## config.mk

```make
export PLATFORM = sky130hd
export DESIGN_NAME = irq_priority_ctrl
export DESIGN_NICKNAME = d
export VERILOG_FILES = /design/src/rtl/irq_priority_ctrl.sv
export SDC_FILE = /design/constraint.sdc
export NUM_CORES = 1
export LEC_CHECK = 0
export BUFFER_PORTS_ARGS = -buffer_cell sky130_fd_sc_hd__buf_4
export CAP_MARGIN = 0
export CORE_ASPECT_RATIO = 1.25
export CORE_MARGIN = 2
export CORE_UTILIZATION = 40
export CTS_BUF_LIST = sky130_fd_sc_hd__clkbuf_4 sky130_fd_sc_hd__clkbuf_8
export CTS_CLUSTER_SIZE = 16
export DETAILED_ROUTE_END_ITERATION = 6
export PLACE_DENSITY_LB_ADDON = 0.12
export SLEW_MARGIN = 20
export SYNTH_ARGS = -nofsm -noshare
export SYNTH_HDL_FRONTEND = slang
export SYNTH_SLANG_ARGS = --single-unit
export TNS_END_PERCENT = 5
```

## constraint.sdc

```tcl
create_clock -name clk -period 1.6 [get_ports clk]
set_input_delay 0.08 -clock clk [delete_from_list [all_inputs] [get_ports clk]]
set_output_delay 0.08 -clock clk [all_outputs]
set_load 0.1 [all_outputs]
```

## src/rtl/irq_priority_ctrl.sv

```systemverilog
// Interrupt controller: edge-latched pending lines, masking, lowest-index priority, req/ack/EOI handshake.
// Optional nesting/preemption is enabled by defining IRQ_NEST_EN.
module irq_priority_ctrl #(
   parameter int N_IRQ = 8,
   parameter int ID_W  = 3
) (
   input  logic             clk,
   input  logic             reset,
   input  logic [N_IRQ-1:0] irq_in,
   input  logic             mask_we,
   input  logic [N_IRQ-1:0] mask_wd,
   input  logic             irq_ack,
   input  logic             irq_eoi,
   output logic             irq_req,
   output logic [ID_W-1:0]  irq_id,
   output logic [N_IRQ-1:0] irq_onehot,
   output logic [N_IRQ-1:0] in_service,
   output logic [N_IRQ-1:0] pending
);

   typedef enum logic [1:0] {IDLE, REQ, SERVICE} state_t;

   state_t           state, state_n;
   logic [N_IRQ-1:0] pending_q, pending_n;
   logic [N_IRQ-1:0] isr_q, isr_n;
   logic [N_IRQ-1:0] mask_q;
   logic [N_IRQ-1:0] prev_irq;
   logic [ID_W-1:0]  id_q, id_n;
   logic [N_IRQ-1:0] edges, cand, sel, top_isr, new_top;

   function automatic logic [ID_W-1:0] enc(input logic [N_IRQ-1:0] oh);
      logic [ID_W-1:0] r;
      r = '0;
      for (int i = 0; i < N_IRQ; i++)
         if (oh[i]) r = i[ID_W-1:0];
      return r;
   endfunction

   function automatic logic [N_IRQ-1:0] dec(input logic [ID_W-1:0] id);
      logic [N_IRQ-1:0] r;
      r = '0;
      for (int i = 0; i < N_IRQ; i++)
         r[i] = (id == i[ID_W-1:0]);
      return r;
   endfunction

   assign edges   = irq_in & ~prev_irq;
   assign cand    = pending_q & ~mask_q;
   assign sel     = cand & (-cand);
   assign top_isr = isr_q & (-isr_q);

   always_comb begin
      state_n   = state;
      id_n      = id_q;
      pending_n = pending_q;
      isr_n     = isr_q;
      new_top   = '0;
      case (state)
         IDLE: begin
            if (cand != '0) begin
               state_n = REQ;
               id_n    = enc(sel);
            end
         end
         REQ: begin
            if (irq_ack) begin
               pending_n = pending_q & ~dec(id_q);
               isr_n     = isr_q | dec(id_q);
               state_n   = SERVICE;
            end
         end
         SERVICE: begin
            if (irq_eoi) begin
               isr_n   = isr_q & ~top_isr;
               new_top = isr_n & (-isr_n);
`ifdef IRQ_NEST_EN
               // After EOI, a waiting candidate outranking the resumed handler is presented at once
               if ((cand != '0) && ((isr_n == '0) || (enc(sel) < enc(new_top)))) begin
                  state_n = REQ;
                  id_n    = enc(sel);
               end else if (isr_n == '0) begin
                  state_n = IDLE;
               end else begin
                  state_n = SERVICE;
               end
`else
               state_n = IDLE;
`endif
            end
`ifdef IRQ_NEST_EN
            else if ((cand != '0) && (enc(sel) < enc(top_isr))) begin
               state_n = REQ;
               id_n    = enc(sel);
            end
`endif
         end
         default: state_n = IDLE;
      endcase
      // A new edge on the line being acknowledged wins over the clear
      pending_n = pending_n | edges;
   end

   always_ff @(posedge clk or posedge reset) begin
      if (reset) begin
         state     <= IDLE;
         pending_q <= '0;
         isr_q     <= '0;
         mask_q    <= '0;
         prev_irq  <= '0;
         id_q      <= '0;
      end else begin
         state     <= state_n;
         pending_q <= pending_n;
         isr_q     <= isr_n;
         prev_irq  <= irq_in;
         id_q      <= id_n;
         if (mask_we) mask_q <= mask_wd;
      end
   end

   assign irq_req    = (state == REQ);
   assign irq_id     = id_q;
   assign irq_onehot = irq_req ? dec(id_q) : '0;
   assign in_service = isr_q;
   assign pending    = pending_q;

endmodule
```

; ---- Word level (Yosys, flattened, before mapping)
; Index checks and enable logic that the tools add are counted.
[totals]
ram_bits = 0
latchBits = 0
reg_bits = 37
n_memories = 0
mem_bits_ro = 0
elab_cells = 56
output_inout_bits = 28
inputBits = 21
[op_classes]
bitwise_logic = 12
n_div = 0
muxes = 17
shift = 0
n_reduce_logical = 7
addsub = 2
order_cmp = 0
n_mul = 0
eq_ne = 12
[op_table]
columns = op, count
row1 = bitwise AND 8 bit, 6
row2 = two-way mux 8 bit, 5
row3 = inverter 8 bit, 4
row4 = two-way mux 3 bit, 6
row5 = negation 8 bit, 2
row6 = OR 8 bit, 2
row7 = case mux 8 bit (2 select lines), 1
row8 = equality test 3 bit (second input constant), 4
row9 = nonzero test 8 bit, 1
row10 = equality test 3 x 2 -> 1 bit (second input constant), 2
row11 = two-way mux 2 bit, 3
row12 = inequality test 2 bit (second input constant), 3
row13 = case mux 2 bit (3 select lines), 1
row14 = AND reduction 3 bit, 2
row15 = equality test 3 x 1 -> 1 bit (second input constant), 1
row16 = zero test 3 bit, 1
row17 = equality test 2 x 1 -> 1 bit (second input constant), 1
row18 = equality test 2 bit (second input constant), 1
row19 = zero test 2 bit, 1
row20 = AND reduction 2 bit, 1
row21 = nonzero test 2 bit, 1
row22 = two-way mux 1 bit, 1

; ---- Logic depth before layout (Yosys ltp)
[logic_depth]
word_depth = 11
mapped_depth = 5
mapped_depth_nobuf = 4

; ---- Least setup slack after synthesis
; Ideal clock, no wire load.
[synth_timing]
kind = register -> output
start = register id_q[2], in the netlist irq_id[2]
end = output port irq_onehot[4]
path_buffers = 0
required_time_ps = 1520
stages_incl_launch_ff = 3
setup_slack_ps = -1731
arrival_ps = 3251
path_cell_list = dfrtp_1 nand2_1 nor3_1
[synth_via]
elab_chain_len = 2
[synth_rtl]
columns = element, line_no
row1 = "start, declared", 28  ; logic [ID_W-1:0] id_q, id_n;
row2 = "start signal, assigned", 116  ; id_q <= id_n;
row3 = equality test 3 bit, 43  ; r[i] = (id == i[ID_W-1:0]);
row4 = two-way mux 8 bit, 123  ; assign irq_onehot = irq_req ? dec(id_q) : '0;
row5 = "end, declared", 16  ; output logic [N_IRQ-1:0] irq_onehot,
; Every way passes these cells.

; ---- Worst setup path after layout
[layout_timing]
start = register isr_q[0], in the netlist in_service[0]
end = register isr_q[7], in the netlist in_service[7]
[layout_via]
elab_chain_len = 6
[layout_rtl]
columns = element, line_no
row1 = "start, declared", 25  ; logic [N_IRQ-1:0] isr_q, isr_n;
row2 = "start signal, assigned", 114  ; isr_q <= isr_n;
row3 = negation 8 bit, 50  ; assign top_isr = isr_q & (-isr_q);
row4 = bitwise AND 8 bit, 50
row5 = inverter 8 bit, 74  ; isr_n = isr_q & ~top_isr;
row6 = bitwise AND 8 bit, 74
row7 = two-way mux 8 bit, 73  ; if (irq_eoi) begin
row8 = case mux 8 bit (2 select lines), 58  ; case (state)
; Every way passes these cells. The select of a mux whose other input is x is not followed.
; A chain may end at the register's enable or synchronous reset.

==> flow_summary_export.csv <==
group,metric,value,unit
run_status,status,"complete, but fails checks",
run_status,violations,"setup timing",
route,num_vias,1343,
critical_path,crit_path_max_fanout,3,
timing,rsz0062_at_grt,"yes",
synthesis,yosys_warnings,0,
timing,setup_viol,6,
floorplanning,die_h,74.4,um
layout,n_fill_cell,326,
clocking,clk_pin_slew_worst_paths,0.07,ns
route,routed-wl-met3,132,um
layout,layout_common_cells,"buf_4 (49), dfrtp_1 (31), o21ai_0 (13), inv_1 (13)",
timing,finalMaxSlewViolations,0,
clocking,cts_buffers,5,
global_routing,grt_pass1_wl,6570,um
timing,fmax,566,MHz
route,firstDrtPassIters,4,
synthesis,ys.flop_type,"dfrtp_1",
layout,n_antenna_cell,0,
timing,finalCriticalPeriod,1.77,ns
global_routing,grtUsageTotal,20.0,%
layout,drive_above_1_share,45.9,%
clocking,cts_root_buf,"clkbuf_8",
critical_path,critPathCaptureType,"flop",
floorplanning,dieArea,4480,sq um
synthesis,yosysSeqAreaShare,58.5,%
route,route.detailed.drc,0,
synthesis,syn-num-nets,170,
place,routabilityCongestion,0.792,
timing,min_period_over_period,110,%
route,wl_met2,2050,um
clocking,clockBufferDepth,2,
critical_path,crit_type,"reg2reg",
route,drt-total-wl,3820,um
layout,finish.net_count,240,
floorplanning,die_w,60.3,um
clocking,clock-sinks,37,
route,vias_per_cell,4.90,
route,top_layer,"met4",
timing,relSlewSlack,69.0,%
layout,syn2layout_area_growth,56.9,%
route,wl_per_cell,13.9,um
synthesis,synthArstFlopShare,100,%
global_routing,grt_max_degree,38,
timing,worst_slack,-0.165,ns
route,drtIter0Drc,42,
clocking,cts_tree,"yes",
global_routing,grt_antenna_before_repair,0,
timing,worstMarginPinSlew,0.465,ns
worst_hold_path,hold_path.class,"in2reg",
floorplanning,core_area,3780,sq um
synthesis,synth_cells,149,
synthesis,synth_edf_count,0,
run,cap_violations,0,
timing,whs,0.0153,ns
floorplanning,fp-row-count,25,
timing,fin_skew,0.00609,ns
global_routing,grt_pass1_vias,1429,
floorplanning,num_io_pins,49,
critical_path,cp.required,1.78,ns
clocking,clk_latency,0.29,ns
timing,finalHoldViolations,0,
synthesis,ys_ff_latch,37,
route,ant_nets,0,
place,dp_hpwl,2830,um
clocking,cts_max_level,2,
critical_path,cp.arrival,1.94,ns
route,met1_length,1560,um
synthesis,avgSynthCellArea,10.6,sq um
place,port_buffers,48,
critical_path,cp-start-kind,"flop",
synthesis,synth_cell_types,31,
global_routing,grt_overflow,0,
layout,layout_commonest_cell,"buf_4",
synthesis,syn_area,1580,sq um
floorplanning,start_util,41.9,%
[worst max-delay path, cell delays in order (launching register included)]
cell	delay, ns
dfrtp_4	0.47
nand4bb_4	0.20
or3_4	0.35
or3_4	0.35
o32a_1	0.29
[cells in the mapped netlist (3+ instances only)]
master    instances  area [sq um]
nor3_1            3          15.0
nor2b_1           3          18.8
a21oi_1           4          20.0
mux2_2            8          90.1
inv_1            13          48.8
clkbuf_1          4          15.0
nand2b_1          8          50.1
dfrtp_1          37           926
o21ai_0          13          65.1
nand2_1          12          45.0
nand3_1           4          20.0
nor2_1           13          48.8
[per-stage QoR]
step | cell area [sq um] | util [%] | cells | setup slack (ns) | TNS (ns)
6_report | 2480 | 65.7 | 274 | -0.165 | -0.440
3_5_place_dp | 2150 | 56.7 | 256 | -0.191 | -0.302
5_1_grt | 2480 | 65.7 | 274 | -0.235 | -1.02
3_3_place_gp | 2150 | 56.7 | 256 | -0.135 | -0.201
4_1_cts | 2450 | 64.9 | 274 | -0.165 | -0.461
2_1_floorplan | 1670 | - | 149 | -0.351 | -3.01
[layout make-up]
cell class	count	area, sq um	area share, %
repair buffers	67	629	25.3
multi-input cells	95	706	28.4
clock buffers	8	97.6	3.93
inverters	13	48.8	1.96
flip-flops and latches	37	936	37.7
well taps	54	67.6	2.72
[routing by layer]
| metal | global-route usage, % | up-vias |
|---|---|---|
| li1 | - | 651 |
| met1 | 24.3 | 654 |
| met2 | 34.4 | 32 |
| met3 | 4.70 | 6 |
| met4 | 7.41 | 0 |
| met5 | 0 | - |
[final timing paths]
kind / slack [ns] / start / to / cells after the start
min in group asynchronous: 0.44 / reset / pending[7]$_DFF_PP0_ / 4
worst min register to register: 0.42 / prev_irq[6]$_DFF_PP0_ / pending[6]$_DFF_PP0_ / 1
worst max register to register: -0.17 / in_service[0]$_DFFE_PP0P_ / in_service[7]$_DFFE_PP0P_ / 4
max in group asynchronous: 0.79 / reset / in_service[0]$_DFFE_PP0P_ / 4
worst max-delay path: -0.17 / in_service[0]$_DFFE_PP0P_ / in_service[7]$_DFFE_PP0P_ / 4
worst min-delay path: 0.02 / irq_eoi / state[1]$_DFFE_PP0P_ / 2
[flip-flops by register name (all words and copies together), names as in the netlist]
signal and flops:
mask_q 8, prev_irq 8, pending 8, irq_id 3
state 2, in_service 8
[what timing repair did]
| action | 4_1_cts | 5_1_grt |
|---|---|---|
| gates resized for setup | 25 | 7 |
| hold buffers | 9 | 0 |
| setup buffers | 1 | 0 |
| endpoints found under the hold margin | 45 | 0 |
| endpoints found under the setup margin | 11 | 11 |
| pin swaps | 4 | 0 |
[cell families (layout without fill, tap and decap cells)]
family | after synthesis | in the layout | share of synthesized area, %
buf+inv | 17 | 88 | 4.03
flops | 37 | 37 | 58.5
mux | 8 | 8 | 5.69
compound gates | 29 | 29 | 11.5
simple gates | 58 | 58 | 20.4
Power is left out: the tool's default activity adds up to more than one toggle a clock period on the data nets, which glitch-free logic cannot reach.
